==> src/rtl/pulse_meter.sv <==
// Measures high width and period of a synchronous pulse stream; results leave on valid/ready.
// Define PULSE_METER_SYNC_EN to put a 2-flop synchronizer ahead of the sampling register.
module pulse_meter #(
  parameter int CW = 16
) (
  input  logic          clk,
  input  logic          rst,
  input  logic          pulse,
  input  logic          clr,
  input  logic          ready,
  output logic          valid,
  output logic [CW-1:0] width,
  output logic [CW-1:0] period,
  output logic [CW-1:0] count,
  output logic          ovf,
  output logic          lost,
  output logic [1:0]    ST
);

  typedef enum logic [1:0] {IDLE = 2'b00, HIGH = 2'b01, LOW = 2'b10} state_t;

  localparam logic [CW-1:0] CMAX = '1;
  localparam logic [CW-1:0] ONE  = CW'(1);

  state_t        state_reg, state_next;
  logic          s_in, s_reg, s_d_reg;
  logic [CW-1:0] hcnt_reg, hcnt_next, pcnt_reg, pcnt_next;
  logic [CW-1:0] width_reg, width_next, period_reg, period_next;
  logic [CW-1:0] count_reg, count_next;
  logic          valid_reg, valid_next, ovf_reg, ovf_next, lost_reg, lost_next;
  logic          rise, fall, hsat, psat, complete;

`ifdef PULSE_METER_SYNC_EN
  logic [1:0] sync_reg;

  always_ff @(posedge clk or negedge rst) begin
    if (!rst) sync_reg <= '0;
    else      sync_reg <= {sync_reg[0], pulse};
  end

  assign s_in = sync_reg[1];
`else
  assign s_in = pulse;
`endif

  // Edge detector is deliberately left running through clr so a level held
  // across the clear is not mistaken for a fresh rising edge.
  always_ff @(posedge clk or negedge rst) begin
    if (!rst) begin
      s_reg   <= 1'b0;
      s_d_reg <= 1'b0;
    end else begin
      s_reg   <= s_in;
      s_d_reg <= s_reg;
    end
  end

  assign rise = s_reg & ~s_d_reg;
  assign fall = ~s_reg & s_d_reg;
  assign hsat = (hcnt_reg == CMAX);
  assign psat = (pcnt_reg == CMAX);

  always_comb begin
    state_next  = state_reg;
    hcnt_next   = hcnt_reg;
    pcnt_next   = pcnt_reg;
    width_next  = width_reg;
    period_next = period_reg;
    count_next  = count_reg;
    valid_next  = valid_reg;
    ovf_next    = ovf_reg;
    lost_next   = lost_reg;
    complete    = 1'b0;

    case (state_reg)
      IDLE: begin
        if (rise) begin
          hcnt_next  = ONE;
          pcnt_next  = ONE;
          state_next = HIGH;
        end
      end
      HIGH: begin
        pcnt_next = psat ? CMAX : pcnt_reg + ONE;
        if (psat) ovf_next = 1'b1;
        if (s_reg) begin
          hcnt_next = hsat ? CMAX : hcnt_reg + ONE;
          if (hsat) ovf_next = 1'b1;
        end
        if (fall) state_next = LOW;
      end
      LOW: begin
        if (rise) begin
          complete   = 1'b1;
          hcnt_next  = ONE;
          pcnt_next  = ONE;
          state_next = HIGH;
        end else begin
          pcnt_next = psat ? CMAX : pcnt_reg + ONE;
          if (psat) ovf_next = 1'b1;
        end
      end
      default: state_next = IDLE;
    endcase

    if (valid_reg && ready) valid_next = 1'b0;

    // A completion in the accept cycle simply reloads; it only counts as lost if unread.
    if (complete) begin
      width_next  = hcnt_reg;
      period_next = pcnt_reg;
      count_next  = count_reg + ONE;
      valid_next  = 1'b1;
      if (valid_reg && !ready) lost_next = 1'b1;
    end

    if (clr) begin
      state_next  = IDLE;
      hcnt_next   = '0;
      pcnt_next   = '0;
      width_next  = '0;
      period_next = '0;
      count_next  = '0;
      valid_next  = 1'b0;
      ovf_next    = 1'b0;
      lost_next   = 1'b0;
    end
  end

  always_ff @(posedge clk or negedge rst) begin
    if (!rst) begin
      state_reg  <= IDLE;
      hcnt_reg   <= '0;
      pcnt_reg   <= '0;
      width_reg  <= '0;
      period_reg <= '0;
      count_reg  <= '0;
      valid_reg  <= 1'b0;
      ovf_reg    <= 1'b0;
      lost_reg   <= 1'b0;
    end else begin
      state_reg  <= state_next;
      hcnt_reg   <= hcnt_next;
      pcnt_reg   <= pcnt_next;
      width_reg  <= width_next;
      period_reg <= period_next;
      count_reg  <= count_next;
      valid_reg  <= valid_next;
      ovf_reg    <= ovf_next;
      lost_reg   <= lost_next;
    end
  end

  assign valid  = valid_reg;
  assign width  = width_reg;
  assign period = period_reg;
  assign count  = count_reg;
  assign ovf    = ovf_reg;
  assign lost   = lost_reg;
  assign ST     = state_reg;

endmodule

==> config.mk <==
export PLATFORM = sky130hd
export DESIGN_NAME = pulse_meter
export DESIGN_NICKNAME = d
export VERILOG_FILES = /design/src/rtl/pulse_meter.sv
export SDC_FILE = /design/constraint.sdc
export NUM_CORES = 1
export LEC_CHECK = 0
export BUFFER_PORTS_ARGS = -buffer_cell sky130_fd_sc_hd__buf_4
export CORE_MARGIN = 2
export CORE_UTILIZATION = 40
export DETAILED_ROUTE_END_ITERATION = 6
export PLACE_DENSITY_LB_ADDON = 0.2
export SETUP_SLACK_MARGIN = 0.3
export SYNTH_ARGS = -nofsm -noshare
export SYNTH_HDL_FRONTEND = slang
export SYNTH_SLANG_ARGS = --single-unit
==> constraint.sdc <==
create_clock -name clk -period 3.55 [get_ports clk]
set_clock_uncertainty 0.15 [all_clocks]
set_input_delay 0.1775 -clock clk [delete_from_list [all_inputs] [get_ports clk]]
set_output_delay 0.1775 -clock clk [all_outputs]
set_load 0.01 [all_outputs]
# ---- Word-level counts from Yosys, hierarchy flattened
# Index checks and enable logic that the tools add are counted.
dict set report word_totals {
  out_inout_bits 53
  regBits 87
  wordCells 76
  inputBits 5
}
dict set report op_classes {
  muxes 33
  n_addsub 3
  n_eq_ne 9
  n_reduce_logical 16
  bitwise_logic 4
}
# operator n
set op_table {}
lappend op_table {{$mux 16} 13}
lappend op_table {{$add 16x1->16 const B} 3}
lappend op_table {{$pmux 16 s3} 1}
lappend op_table {{$eq 16x16->1 const B} 2}
lappend op_table {{$pmux 16 s2} 1}
lappend op_table {{$mux 1} 13}
lappend op_table {{$ne 3x3->1 const B} 4}
lappend op_table {{$reduce_bool 3->1} 3}
lappend op_table {{$reduce_and 2->1} 4}
lappend op_table {{$mux 2} 3}
lappend op_table {{$pmux 2 s2} 1}
lappend op_table {{$reduce_bool 2->1} 2}
lappend op_table {{$reduce_bool 4->1} 1}
lappend op_table {{$ne 3x1->1 const B} 1}
lappend op_table {{$reduce_and 3->1} 1}
lappend op_table {{$and 1x1->1} 2}
lappend op_table {{$eq 2x1->1 const B} 1}
lappend op_table {{$eq 2x2->1 const B} 1}
lappend op_table {{$logic_and 1x1->1} 2}
lappend op_table {{$logic_not 2->1} 1}
lappend op_table {{$not 1->1} 2}
lappend op_table {{$pmux 1 s2} 1}
lappend op_table {{$reduce_or 2->1} 1}
lappend op_table {{$logic_not 1->1} 1}

# ---- Longest topological paths before layout
# Gate-level depths: netlist of the first run.
dict set report depth {
  depth_word 6
  mapped_depth 10
}

# ---- Least setup slack after synthesis of the first run
# OpenSTA, ideal clock, no wires.
dict set report synth_path {
  path_type {register to register}
  startpoint {reg state_reg[1], in the netlist ST[1]}
  endpoint {reg hcnt_reg[7]}
  arrival_ns 1.982
  stages_incl_launch_ff 11
  synth_period_minus_slack_ns 2.265
  setup_time_ns 0.133
  setup_slack_ns 1.285
  cell_sequence {dfrtp_1 inv_1 ha_1 clkbuf_1 nor2_1 nand3_1 clkbuf_1 clkbuf_1 nor2_1 o21ai_0 o211ai_1}
}
dict set report synth_between {
  elab_chain_len 4
}
# element line
set synth_rtl {}
lappend synth_rtl {{start, declared} 25} ;# state_t state_reg, state_next;
lappend synth_rtl {{start signal, assigned} 142} ;# state_reg <= state_next;
lappend synth_rtl {{$eq 2x2->1 / $logic_not 2->1 (equally long branches)} 75} ;# case (state_reg)
lappend synth_rtl {{$reduce_or 2->1 (no line)} -}
lappend synth_rtl {{$ne 3x1->1 (no line) (tied with other cells)} -}
lappend synth_rtl {{$reduce_and 3->1 (no line) / $mux 16 (equally long branches)} -}
lappend synth_rtl {{end signal, assigned} 143} ;# hcnt_reg <= hcnt_next;
lappend synth_rtl {{end, declared} 27} ;# logic [CW-1:0] hcnt_reg, hcnt_next, pcnt_reg, pcnt_next;
# Several ways; a longest one is shown, not always the timed one.
# A chain may end at the register's enable or synchronous reset.

# ---- Worst setup path in the final report of the first run
dict set report layout_path {
  startpoint {reg state_reg[0], in the netlist ST[0]}
  endpoint {reg hcnt_reg[4]}
}
# Same word-level chain as after synthesis.

==> results.ini, run 1 <==
[power_and_ir_drop]
worst_ir_drop_vdd_v=0.000224
leakage_uw=0.00224
power.density_mw_per_mm2=392

[yosys]
mappedNetlistArea_sq_mm=0.00435
number_of_enable_type_register_cells_in_the_synthesized_netlist=0
synth_nets=498
synthesis.area_per_instance_sq_um=8.95
ys_seq_elements=87
gate_count_after_technology_mapping=486
async_reset_ff_share_pct=100
synth-warning-count=0
yosysSeqAreaShare_pct=50.0
dominantRegCellSynth=sky130_fd_sc_hd__dfrtp_1
synth.distinct_cells=53

[grt]
groute.layer.met1.usage_pct=25.4
met2_usage_pct=27.8
grt_overflow_total=0
grt_start_max_net_pins=88
antenna_violations_before_repair=0
grt_pass1_vias=3483
groute.usage.overall_pct=18.0
grt_most_used_layer=met2
gr-usage-met3_pct=2.77
wire_length_of_the_first_global_routing_pass_microns=16700

[clock_network]
post_cts_resize_count=0
h-tree-depth=3
cts-buffers-inserted=9
clkSlewWorstSetupHoldPaths_ps=80
clock_latency_ps=360
post_cts.repair.setup_buffers=0
clockBufferDepth=2
tritoncts_clock_tree=built
cts-root-buf=sky130_fd_sc_hd__clkbuf_8
cts.sink_count=87
holdBufCountCts=3

[placement]
pre_cts_worst_setup_slack_ps=1160
detailed_place_hpwl_microns=6650
finalWeightedCongestion=0.794
buffer_ports.inserted=57

[sta]
final_worst_path_setup_slack_ps=1160
tightestPinTransition_ps=1100
totalNegativeSetupSlack_ps=0
final_period_util_pct=67.4
report.final.setup_viol=0
slew_headroom_pct=26.4
final-max-slew-violation-count=0
post-route-min-period_ps=2390
clock.fmax_mhz=418
hold_viol_final=0
grt_setup_unrepaired=false

[final_layout]
final_net_count=546
syn_to_final_growth_pct=17.5
antennaDiodeCount=0
post_route_cells_drive_above_1_share_pct=16.4
layout_common_cells=98 x sky130_fd_sc_hd__nand2_1, 87 x sky130_fd_sc_hd__dfrtp_1, 62 x sky130_fd_sc_hd__buf_4
most_common_cell_after_layout_fill_and_taps_aside=sky130_fd_sc_hd__nand2_1

[detailed_routing]
drtAntennaViolNets=0
routed_wire_length_per_instance_microns=14.8
drt_wl_total_microns=10000
drt-pass1-iter-count=4
routed_vias_inst=5.37
remaining_drc_errors=0
detailroute.via_count=3639
initialDrtViolationCount=297

[critical_path]
r2r_depth=8
rr_startpoint=ST[0]$_DFFE_PN0P_
timing_worst_setup_path_type=reg -> reg
worst_r2r_endpoint=hcnt_reg[4]$_DFFE_PN0P_
r2r_slack_ps=1160
critical_path_required_ps=3640
cp_max_fo=20
timing.critical_path.arrival_ps=2490
worstSetupEndpointType=flop
setup.worst_path.start_class=flop

[floorplan]
die_y_microns=108
floorplan.initialDensity_pct=40.5
core_sq_mm=0.0107
die-area_sq_mm=0.0117
chipWidth_microns=108
row_count=38
design.portCount=58

[min_path]
hold_path_end=count[0]$_DFFE_PN0P_
timing.hold.worst.start=clr
hold_path.class=in -> reg
hold_path_cells=2

[run]
cap_viol_max_count=0

[run_status]
run_status=finished clean

[synthesized netlist by cell type, types with 5 or more instances]
library cell | instances | share of area (%)
sky130_fd_sc_hd__a31oi_1 | 8 | 1.2
sky130_fd_sc_hd__buf_2 | 6 | 0.69
sky130_fd_sc_hd__xnor2_1 | 6 | 1.2
sky130_fd_sc_hd__nor3_1 | 6 | 0.69
sky130_fd_sc_hd__xor2_1 | 6 | 1.2
sky130_fd_sc_hd__a22o_1 | 8 | 1.6
sky130_fd_sc_hd__dfrtp_1 | 87 | 50
sky130_fd_sc_hd__nor2_1 | 32 | 2.8
sky130_fd_sc_hd__and3_1 | 7 | 1.0
sky130_fd_sc_hd__o21ai_0 | 36 | 4.1
sky130_fd_sc_hd__a21o_1 | 5 | 0.86
sky130_fd_sc_hd__clkbuf_1 | 17 | 1.5
sky130_fd_sc_hd__inv_1 | 15 | 1.3
sky130_fd_sc_hd__or3_1 | 7 | 1.0
sky130_fd_sc_hd__nand3_1 | 19 | 2.2
sky130_fd_sc_hd__nand2_1 | 98 | 8.5
sky130_fd_sc_hd__nand4_1 | 10 | 1.4
sky130_fd_sc_hd__ha_1 | 7 | 2.0
sky130_fd_sc_hd__a21oi_1 | 50 | 5.8
[area by class of cell]
type / instances / area (sq um)
inverters: 15 / 56.3
repair buffers: 65 / 495
multi-input cells: 356 / 2000
clock buffers: 11 / 141
fillers: 1090 / 5630
well taps: 140 / 175
clock inverters: 4 / 70.1
flip-flops and latches: 87 / 2180
[how the worst max path moves through the flow]
stage                                to         startpoint
2_1_floorplan   hcnt_reg[7]$_DFFE_PN0P_  ST[1]$_DFFE_PN0P_
3_3_place_gp       count[7]$_DFFE_PN0P_  ST[0]$_DFFE_PN0P_
3_5_place_dp       count[7]$_DFFE_PN0P_  ST[0]$_DFFE_PN0P_
4_1_cts         hcnt_reg[4]$_DFFE_PN0P_  ST[0]$_DFFE_PN0P_
5_1_grt        hcnt_reg[15]$_DFFE_PN0P_  ST[0]$_DFFE_PN0P_
6_report        hcnt_reg[4]$_DFFE_PN0P_  ST[0]$_DFFE_PN0P_
[critical path, stage by stage (launching register included)]
cell	delay [ps]
sky130_fd_sc_hd__dfrtp_1	410
sky130_fd_sc_hd__inv_1	100
sky130_fd_sc_hd__ha_1	330
sky130_fd_sc_hd__nor2b_1	220
sky130_fd_sc_hd__nand3_1	100
sky130_fd_sc_hd__buf_4	220
sky130_fd_sc_hd__nor2_4	150
sky130_fd_sc_hd__nand3_1	360
sky130_fd_sc_hd__o311ai_0	240
[power breakdown]
group	internal, uW	switching, uW
Clock	410	347
Combinational	75.0	148
Sequential	1000	20.4
Total	1490	516
[per-stage QoR]
stage | utilization, % | total power (uW) | cells | cell area [sq um] | hold slack (ps)
after floorplan | - | 1190 | 486 | 4350 | -268
after global placement | 45.3 | 1260 | 660 | 4870 | 137
after detailed placement | 45.3 | 1270 | 660 | 4870 | 138
after CTS | 47.6 | 2020 | 678 | 5110 | 184
after global routing | 47.6 | 2100 | 678 | 5110 | 208
final | 47.6 | 2000 | 678 | 5110 | 184
[layer usage]
| metal | up-vias | part of all wire, % |
|---|---|---|
| met5 | - | 0 |
| li1 | 1811 | - |
| met2 | 75 | 46 |
| met1 | 1738 | 48 |
| met3 | 15 | 4.5 |
| met4 | 0 | 1.5 |
[cell families after synthesis]
kind of cell | count (synthesis) | synth area share, %
AO/OA/AOI/OAI | 133 | 18.5
XOR/XNOR | 12 | 2.42
adder cells (fa/ha/maj) | 7 | 2.01
buffers and inverters | 43 | 4.05
flip-flops | 87 | 50.0
multiplexers | 1 | 0.230
AND/OR/NAND/NOR | 203 | 22.7
Note: power is estimated with default switching activity, not from simulation.
==> run 2: changes to the inputs <==
- ABC_AREA: not set -> 1
- clock period: 3.55 -> 2.4 ns (I/O delays scaled with it)
==> results.ini, run 2 <==
[clock_network]
cts-root-buf=sky130_fd_sc_hd__clkbuf_8
cts-buffers-inserted=9  ; unchanged
h-tree-depth=3  ; unchanged
tritoncts_clock_tree=built
clockBufferDepth=2  ; unchanged
cts.sink_count=87  ; unchanged
clkSlewWorstSetupHoldPaths_ps=80  ; about the same
clock_latency_ps=360  ; about the same

[grt]
groute.usage.overall_pct=18.3  ; +0.30 points
grt_overflow_total=0  ; unchanged
antenna_violations_before_repair=0  ; unchanged
grt_pass1_vias=3663  ; +5.2%
grt_start_max_net_pins=48  ; -45%
wire_length_of_the_first_global_routing_pass_microns=17300  ; +3.3%

[yosys]
yosysSeqAreaShare_pct=49.0  ; -1.1 points
number_of_enable_type_register_cells_in_the_synthesized_netlist=0  ; unchanged
ys_top_cells_by_area=sky130_fd_sc_hd__dfrtp_1 49%, sky130_fd_sc_hd__nand2_1 7.9%, sky130_fd_sc_hd__nand3_1 6.6%
ys_seq_elements=87  ; unchanged
yosysTopAreaCellShare_pct=49.0  ; -1.1 points
dominantRegCellSynth=sky130_fd_sc_hd__dfrtp_1
ys_top_cells_by_count=93 x sky130_fd_sc_hd__nand2_1, 87 x sky130_fd_sc_hd__dfrtp_1, 64 x sky130_fd_sc_hd__inv_1
gate_count_after_technology_mapping=537  ; +10%
synth.distinct_cells=36  ; -32%
synth-warning-count=0  ; unchanged
post-synth-top-count-cell=sky130_fd_sc_hd__nand2_1
synth_top_cell_by_area=sky130_fd_sc_hd__dfrtp_1
synthesis.area_per_instance_sq_um=8.28  ; -7.5%
async_reset_ff_share_pct=100  ; unchanged
mappedNetlistArea_sq_mm=0.00445  ; +2.2%
synth_nets=549  ; +10%

[floorplan]
core_sq_mm=0.0108  ; +0.89%
die-area_sq_mm=0.0120  ; +2.1%
design.portCount=58  ; unchanged
die_y_microns=109  ; +1.0%
row_count=38  ; unchanged
chipWidth_microns=109  ; +1.0%
floorplan.initialDensity_pct=41.0  ; +0.52 points

[final_layout]
layout_common_cells=93 x sky130_fd_sc_hd__nand2_1, 87 x sky130_fd_sc_hd__dfrtp_1, 64 x sky130_fd_sc_hd__inv_1, 64 x sky130_fd_sc_hd__buf_4, 59 x sky130_fd_sc_hd__nand3_1
most_common_cell_after_layout_fill_and_taps_aside=sky130_fd_sc_hd__nand2_1
final_net_count=613  ; +12%
filler_cell_count=1040  ; -4.6%
post_route_cells_drive_above_1_share_pct=19.2  ; +2.8 points
syn_to_final_growth_pct=19.3
antennaDiodeCount=0  ; unchanged
final_core_utilization_pct=48.9  ; +1.3 points

[min_path]
hold_path.class=in -> async

[detailed_routing]
remaining_drc_errors=0  ; unchanged
routed_wire_length_per_instance_microns=13.6  ; -8.1%
drtAntennaViolNets=0  ; unchanged
detailroute.via_count=3769  ; +3.6%
initialDrtViolationCount=201  ; -32%
drt_wl_total_microns=10100  ; +0.98%
routed_vias_inst=5.06  ; -5.7%
drt-pass1-iter-count=4  ; unchanged

[critical_path]
worstSetupEndpointType=flop
cp_max_fo=9  ; -55%
timing.critical_path.arrival_ps=2090  ; -400 ps
max_stage_delay_ps=410  ; about the same
timing_worst_setup_path_type=reg -> reg
critical_path_required_ps=2540  ; -1100 ps
worst_path_max_delay_cell=sky130_fd_sc_hd__dfrtp_1
crit_path_cell_trace=inv_1 > ha_1 > inv_2 > nor2_1 > nor2_2 > nand2_4 > nand2_4 > nor3_4 > buf_4 > o21ai_1 > o21ai_1
setup.worst_path.start_class=flop

[sta]
slew_headroom_pct=62.8  ; +36 points
final_period_util_pct=81.3  ; +14 points
hold_viol_final=0  ; unchanged
post-route-min-period_ps=1950  ; -441 ps
grt_setup_unrepaired=false
final-max-slew-violation-count=0  ; unchanged
totalNegativeSetupSlack_ps=0  ; unchanged
clock.fmax_mhz=512  ; +23%
tightestPinTransition_ps=558  ; -546 ps
report.final.setup_viol=0  ; unchanged
holdWs_ps=132  ; -52.3 ps

[power_and_ir_drop]
leakage_uw=0.00256  ; +14%
power.density_mw_per_mm2=624  ; +59%
worst_ir_drop_vdd_v=0.000311  ; +39%

[placement]
buffer_ports.inserted=57  ; unchanged
finalWeightedCongestion=0.826  ; +3.9%
detailed_place_hpwl_microns=6990  ; +5.1%

[run]
cap_viol_max_count=0  ; unchanged

[run_status]
run_status=finished clean

==> run 2: cell count changes after synthesis, sizes merged, moves of 7 or more <==
cell	delta
inv	+57
a31oi	-7
nor2	+11
clkbuf	-11
a21oi	-33
o21ai	+55
nand3	+41
a22o	-8
xor2	+8
or3	-8
==> run 2: area by class of cell <==
type	count	area [sq um]	area share, %
Tap cell	140	175	3.30
Sequential cell	87	2180	41.0
Multi-Input combinational cell	360	1910	36.0
Clock buffer	12	145	2.74
Inverter	73	277	5.21
Timing Repair Buffer	70	551	10.4
Clock inverter	3	67.6	1.27
==> run 2: metrics by stage <==
step | cell area, sq um | instances | total power, uW | setup WS [ps]
after floorplan | 4450 | 537 | 2020 | 588
after global placement | 5020 | 723 | 2190 | 352
after detailed placement | 5020 | 723 | 2210 | 256
after CTS | 5290 | 744 | 3340 | 304
after global routing | 5300 | 745 | 3480 | 307
final | 5300 | 745 | 3310 | 448
==> run 2: routing by layer <==
| layer | wire length [microns] | part of all wire, % | vias up | global-route usage (%) |
|---|---|---|---|---|
| li1 | - | - | 1887 | - |
| met2 | 4500 | 44 | 78 | 28.2 |
| met5 | 0 | 0 | - | 0 |
| met3 | 376 | 3.7 | 16 | 2.73 |
| met1 | 5040 | 50 | 1788 | 25.4 |
| met4 | 202 | 2.0 | 0 | 8.50 |
==> run 2: worst paths after layout <==
kind                                   start                      end  slack [ps]  cells past startpoint
max                        ST[0]$_DFFE_PN0P_  pcnt_reg[8]$_DFFE_PN0P_         450                     11
min                                      rst     count[6]$_DFFE_PN0P_         130                      2
max reg2reg                ST[0]$_DFFE_PN0P_  pcnt_reg[8]$_DFFE_PN0P_         450                     11
min reg2reg                  s_reg$_DFF_PN0_        s_d_reg$_DFF_PN0_         290                      0
max in group asynchronous                rst    period[7]$_DFFE_PN0P_        1310                      3
min in group clk                       pulse          s_reg$_DFF_PN0_         270                      2
==> run 2: worst max-delay path: cells and delay by family (launching register included) <==
family | cells | cell delay [ps]
AO/OA/AOI/OAI | 2 | 150
adder cells (fa/ha/maj) | 1 | 320
buffers and inverters | 3 | 340
flip-flops | 1 | 410
AND/OR/NAND/NOR | 5 | 510
==> run 2: power by group <==
group,internal (uW),total [uW],switching [uW]
sequential,1500,1550,45.1
combinational,195,644,450
clock,610,1120,506
==> run 2: cell families (layout without fill, tap and decap cells) <==
logic type,count (synthesis),count (layout),synth area share (%)
buffers and inverters,90,158,8.10
and+or+nand+nor,226,226,25.1
AOI/OAI and AO/OA,113,113,13.1
DFF,87,87,49.0
adders and majority gates,7,7,1.97
xor gates and xnor gates,14,14,2.76
==> run 2: timing repair <==
| action | 4_1_cts | 5_1_grt |
|---|---|---|
| pin swaps | 1 | 1 |
| hold endpoints to repair | 52 | 0 |
| endpoints found under the setup margin | 9 | 42 |
| resized for setup | 0 | 3 |
| setup buffers | 1 | 1 |
| hold buffers | 5 | 0 |
==> run 3: changes to the inputs <==
- clock period: 2.4 -> 2.03 ns (I/O delays scaled with it)
==> results.ini, run 3 (same netlist as run 2, synthesis figures left out) <==
[critical_path]
max_stage_delay_ps=400  ; about the same
worstSetupEndpointType=flop
worst_path_max_delay_cell=sky130_fd_sc_hd__dfrtp_1
setup.worst_path.start_class=flop
critical_path_required_ps=2170  ; -370 ps
crit_path_cell_trace=inv_2 > ha_4 > inv_4 > nor2_4 > nor2_4 > nand2_4 > nand2_4 > nor3_4 > buf_6 > a21oi_2 > nor2_1
cp_max_fo=8  ; -1
timing_worst_setup_path_type=reg -> reg
timing.critical_path.arrival_ps=1940  ; -150 ps

[sta]
final_period_util_pct=88.6  ; +7.2 points
post-route-min-period_ps=1800  ; -154 ps
grt_setup_unrepaired=true
clock.fmax_mhz=556  ; +8.6%
tightestPinTransition_ps=528  ; -29.7 ps
slew_headroom_pct=64.8  ; +2.0 points
final_worst_path_setup_slack_ps=232  ; -216 ps
final-max-slew-violation-count=0  ; unchanged
report.final.setup_viol=0  ; unchanged
hold_viol_final=0  ; unchanged
totalNegativeSetupSlack_ps=0  ; unchanged

[final_layout]
final_net_count=637  ; +3.9%
final_core_utilization_pct=53.3  ; +4.4 points
final_cells=770  ; +3.4%
antennaDiodeCount=0  ; unchanged
syn_to_final_growth_pct=29.9
filler_cell_count=1005  ; -3.4%
most_common_cell_after_layout_fill_and_taps_aside=sky130_fd_sc_hd__dfrtp_1
layout_common_cells=87 x sky130_fd_sc_hd__dfrtp_1, 83 x sky130_fd_sc_hd__nand2_1, 74 x sky130_fd_sc_hd__buf_4
post_route_cells_drive_above_1_share_pct=29.5  ; +10 points

[floorplan]
core_sq_mm=0.0108  ; unchanged
chipWidth_microns=109  ; unchanged
die_y_microns=109  ; unchanged
floorplan.initialDensity_pct=41.0  ; unchanged
die-area_sq_mm=0.0120  ; unchanged
row_count=38  ; unchanged
design.portCount=58  ; unchanged

[clock_network]
clkSlewWorstSetupHoldPaths_ps=90  ; about the same
cts-root-buf=sky130_fd_sc_hd__clkbuf_8
h-tree-depth=3  ; unchanged
tritoncts_clock_tree=built
clockBufferDepth=2  ; unchanged
clock_latency_ps=360  ; about the same
cts-buffers-inserted=9  ; unchanged
cts.sink_count=87  ; unchanged

[run_status]
run_status=finished clean

[grt]
grt_pass1_vias=3681  ; +0.49%
grt_overflow_total=0  ; unchanged
wire_length_of_the_first_global_routing_pass_microns=17600  ; +1.7%
groute.usage.overall_pct=18.5  ; +0.21 points
grt_start_max_net_pins=39  ; -19%
antenna_violations_before_repair=0  ; unchanged

[detailed_routing]
drt_wl_total_microns=11000  ; +9.0%
drt-pass1-iter-count=5  ; +1
initialDrtViolationCount=267  ; +33%
remaining_drc_errors=0  ; unchanged
routed_wire_length_per_instance_microns=14.3  ; +5.5%
detailroute.via_count=3933  ; +4.4%
routed_vias_inst=5.11  ; +0.96%
drtAntennaViolNets=0  ; unchanged

[placement]
post-place-cells=729  ; +0.83%
detailed_place_hpwl_microns=7080  ; +1.3%
finalWeightedCongestion=0.887  ; +7.4%
buffer_ports.inserted=57  ; unchanged
pre_cts_worst_setup_slack_ps=163  ; -93.2 ps

[power_and_ir_drop]
total_power_uw=4490  ; +36%
leakage_uw=0.00276  ; +7.7%
worst_ir_drop_vdd_v=0.000435  ; +40%
power.density_mw_per_mm2=778  ; +25%

[min_path]
hold_path.class=in -> reg

[run]
cap_viol_max_count=0  ; unchanged

[run 3: cell types whose count changed in the layout (fill, tap and decap cells not counted), sizes merged]
cell	previous run	this run
buf	65	88
clkinv	1	4
clkinvlp	1	0
[run 3: critical path, delay by kind of cell, from the launching register on]
family / cells / cell delay, ps
AOI/OAI and AO/OA: 1 / 60
adders and majority gates: 1 / 290
buffers and inverters: 3 / 300
DFF: 1 / 400
and+or+nand+nor: 6 / 520
[run 3: worst paths after layout]
| path | endpoint | cells after the start | startpoint | slack (ps) |
|---|---|---|---|---|
| max in group asynchronous | period[2]$_DFFE_PN0P_ | 3 | rst | 1030 |
| max reg2reg | pcnt_reg[12]$_DFFE_PN0P_ | 11 | ST[1]$_DFFE_PN0P_ | 230 |
| min | width[6]$_DFFE_PN0P_ | 4 | clr | 70 |
| min in group asynchronous | pcnt_reg[4]$_DFFE_PN0P_ | 2 | rst | 110 |
| min reg2reg | s_d_reg$_DFF_PN0_ | 0 | s_reg$_DFF_PN0_ | 330 |
| max | pcnt_reg[12]$_DFFE_PN0P_ | 11 | ST[1]$_DFFE_PN0P_ | 230 |
[run 3: metal layers]
metal / track usage (%) / up-vias / share of wire, %
li1: - / 1942 / -
met1: 26.4 / 1881 / 47
met2: 28.7 / 99 / 47
met3: 3.32 / 11 / 4.6
met4: 5.88 / 0 / 1.2
met5: 0 / - / 0
[run 3: report_power, final]
part	switching, uW	leakage, uW	internal (uW)
clock	620	0.000117	766
combinational	777	0.00143	503
sequential	46.8	0.00121	1780
[run 3: repair_timing]
action	in CTS	in global routing
buffers inserted	4	13
hold endpoints to repair	82	0
hold buffers	5	0
setup endpoints to repair	66	68
pin swaps	4	11
cloned	0	3
resized for setup	8	76
[run 3: layout make-up]
cell class,count,area [sq um],share of cell area (%)
clock buffers,12,155,2.69
clock inverters,4,77.6,1.34
inverters,73,287,4.96
multi-input cells,360,2110,36.6
flip-flops and latches,87,2180,37.7
well taps,140,175,3.03
repair buffers,93,781,13.5
repair inverters,1,8.76,0.152
[run 3: per-stage QoR]
step	instance area, sq um	hold WS [ps]
floorplan	4470	-344
global placement	5080	-36.1
detailed placement	5080	-30.7
CTS	5420	17.6
global route	5780	113
finish	5780	75.0
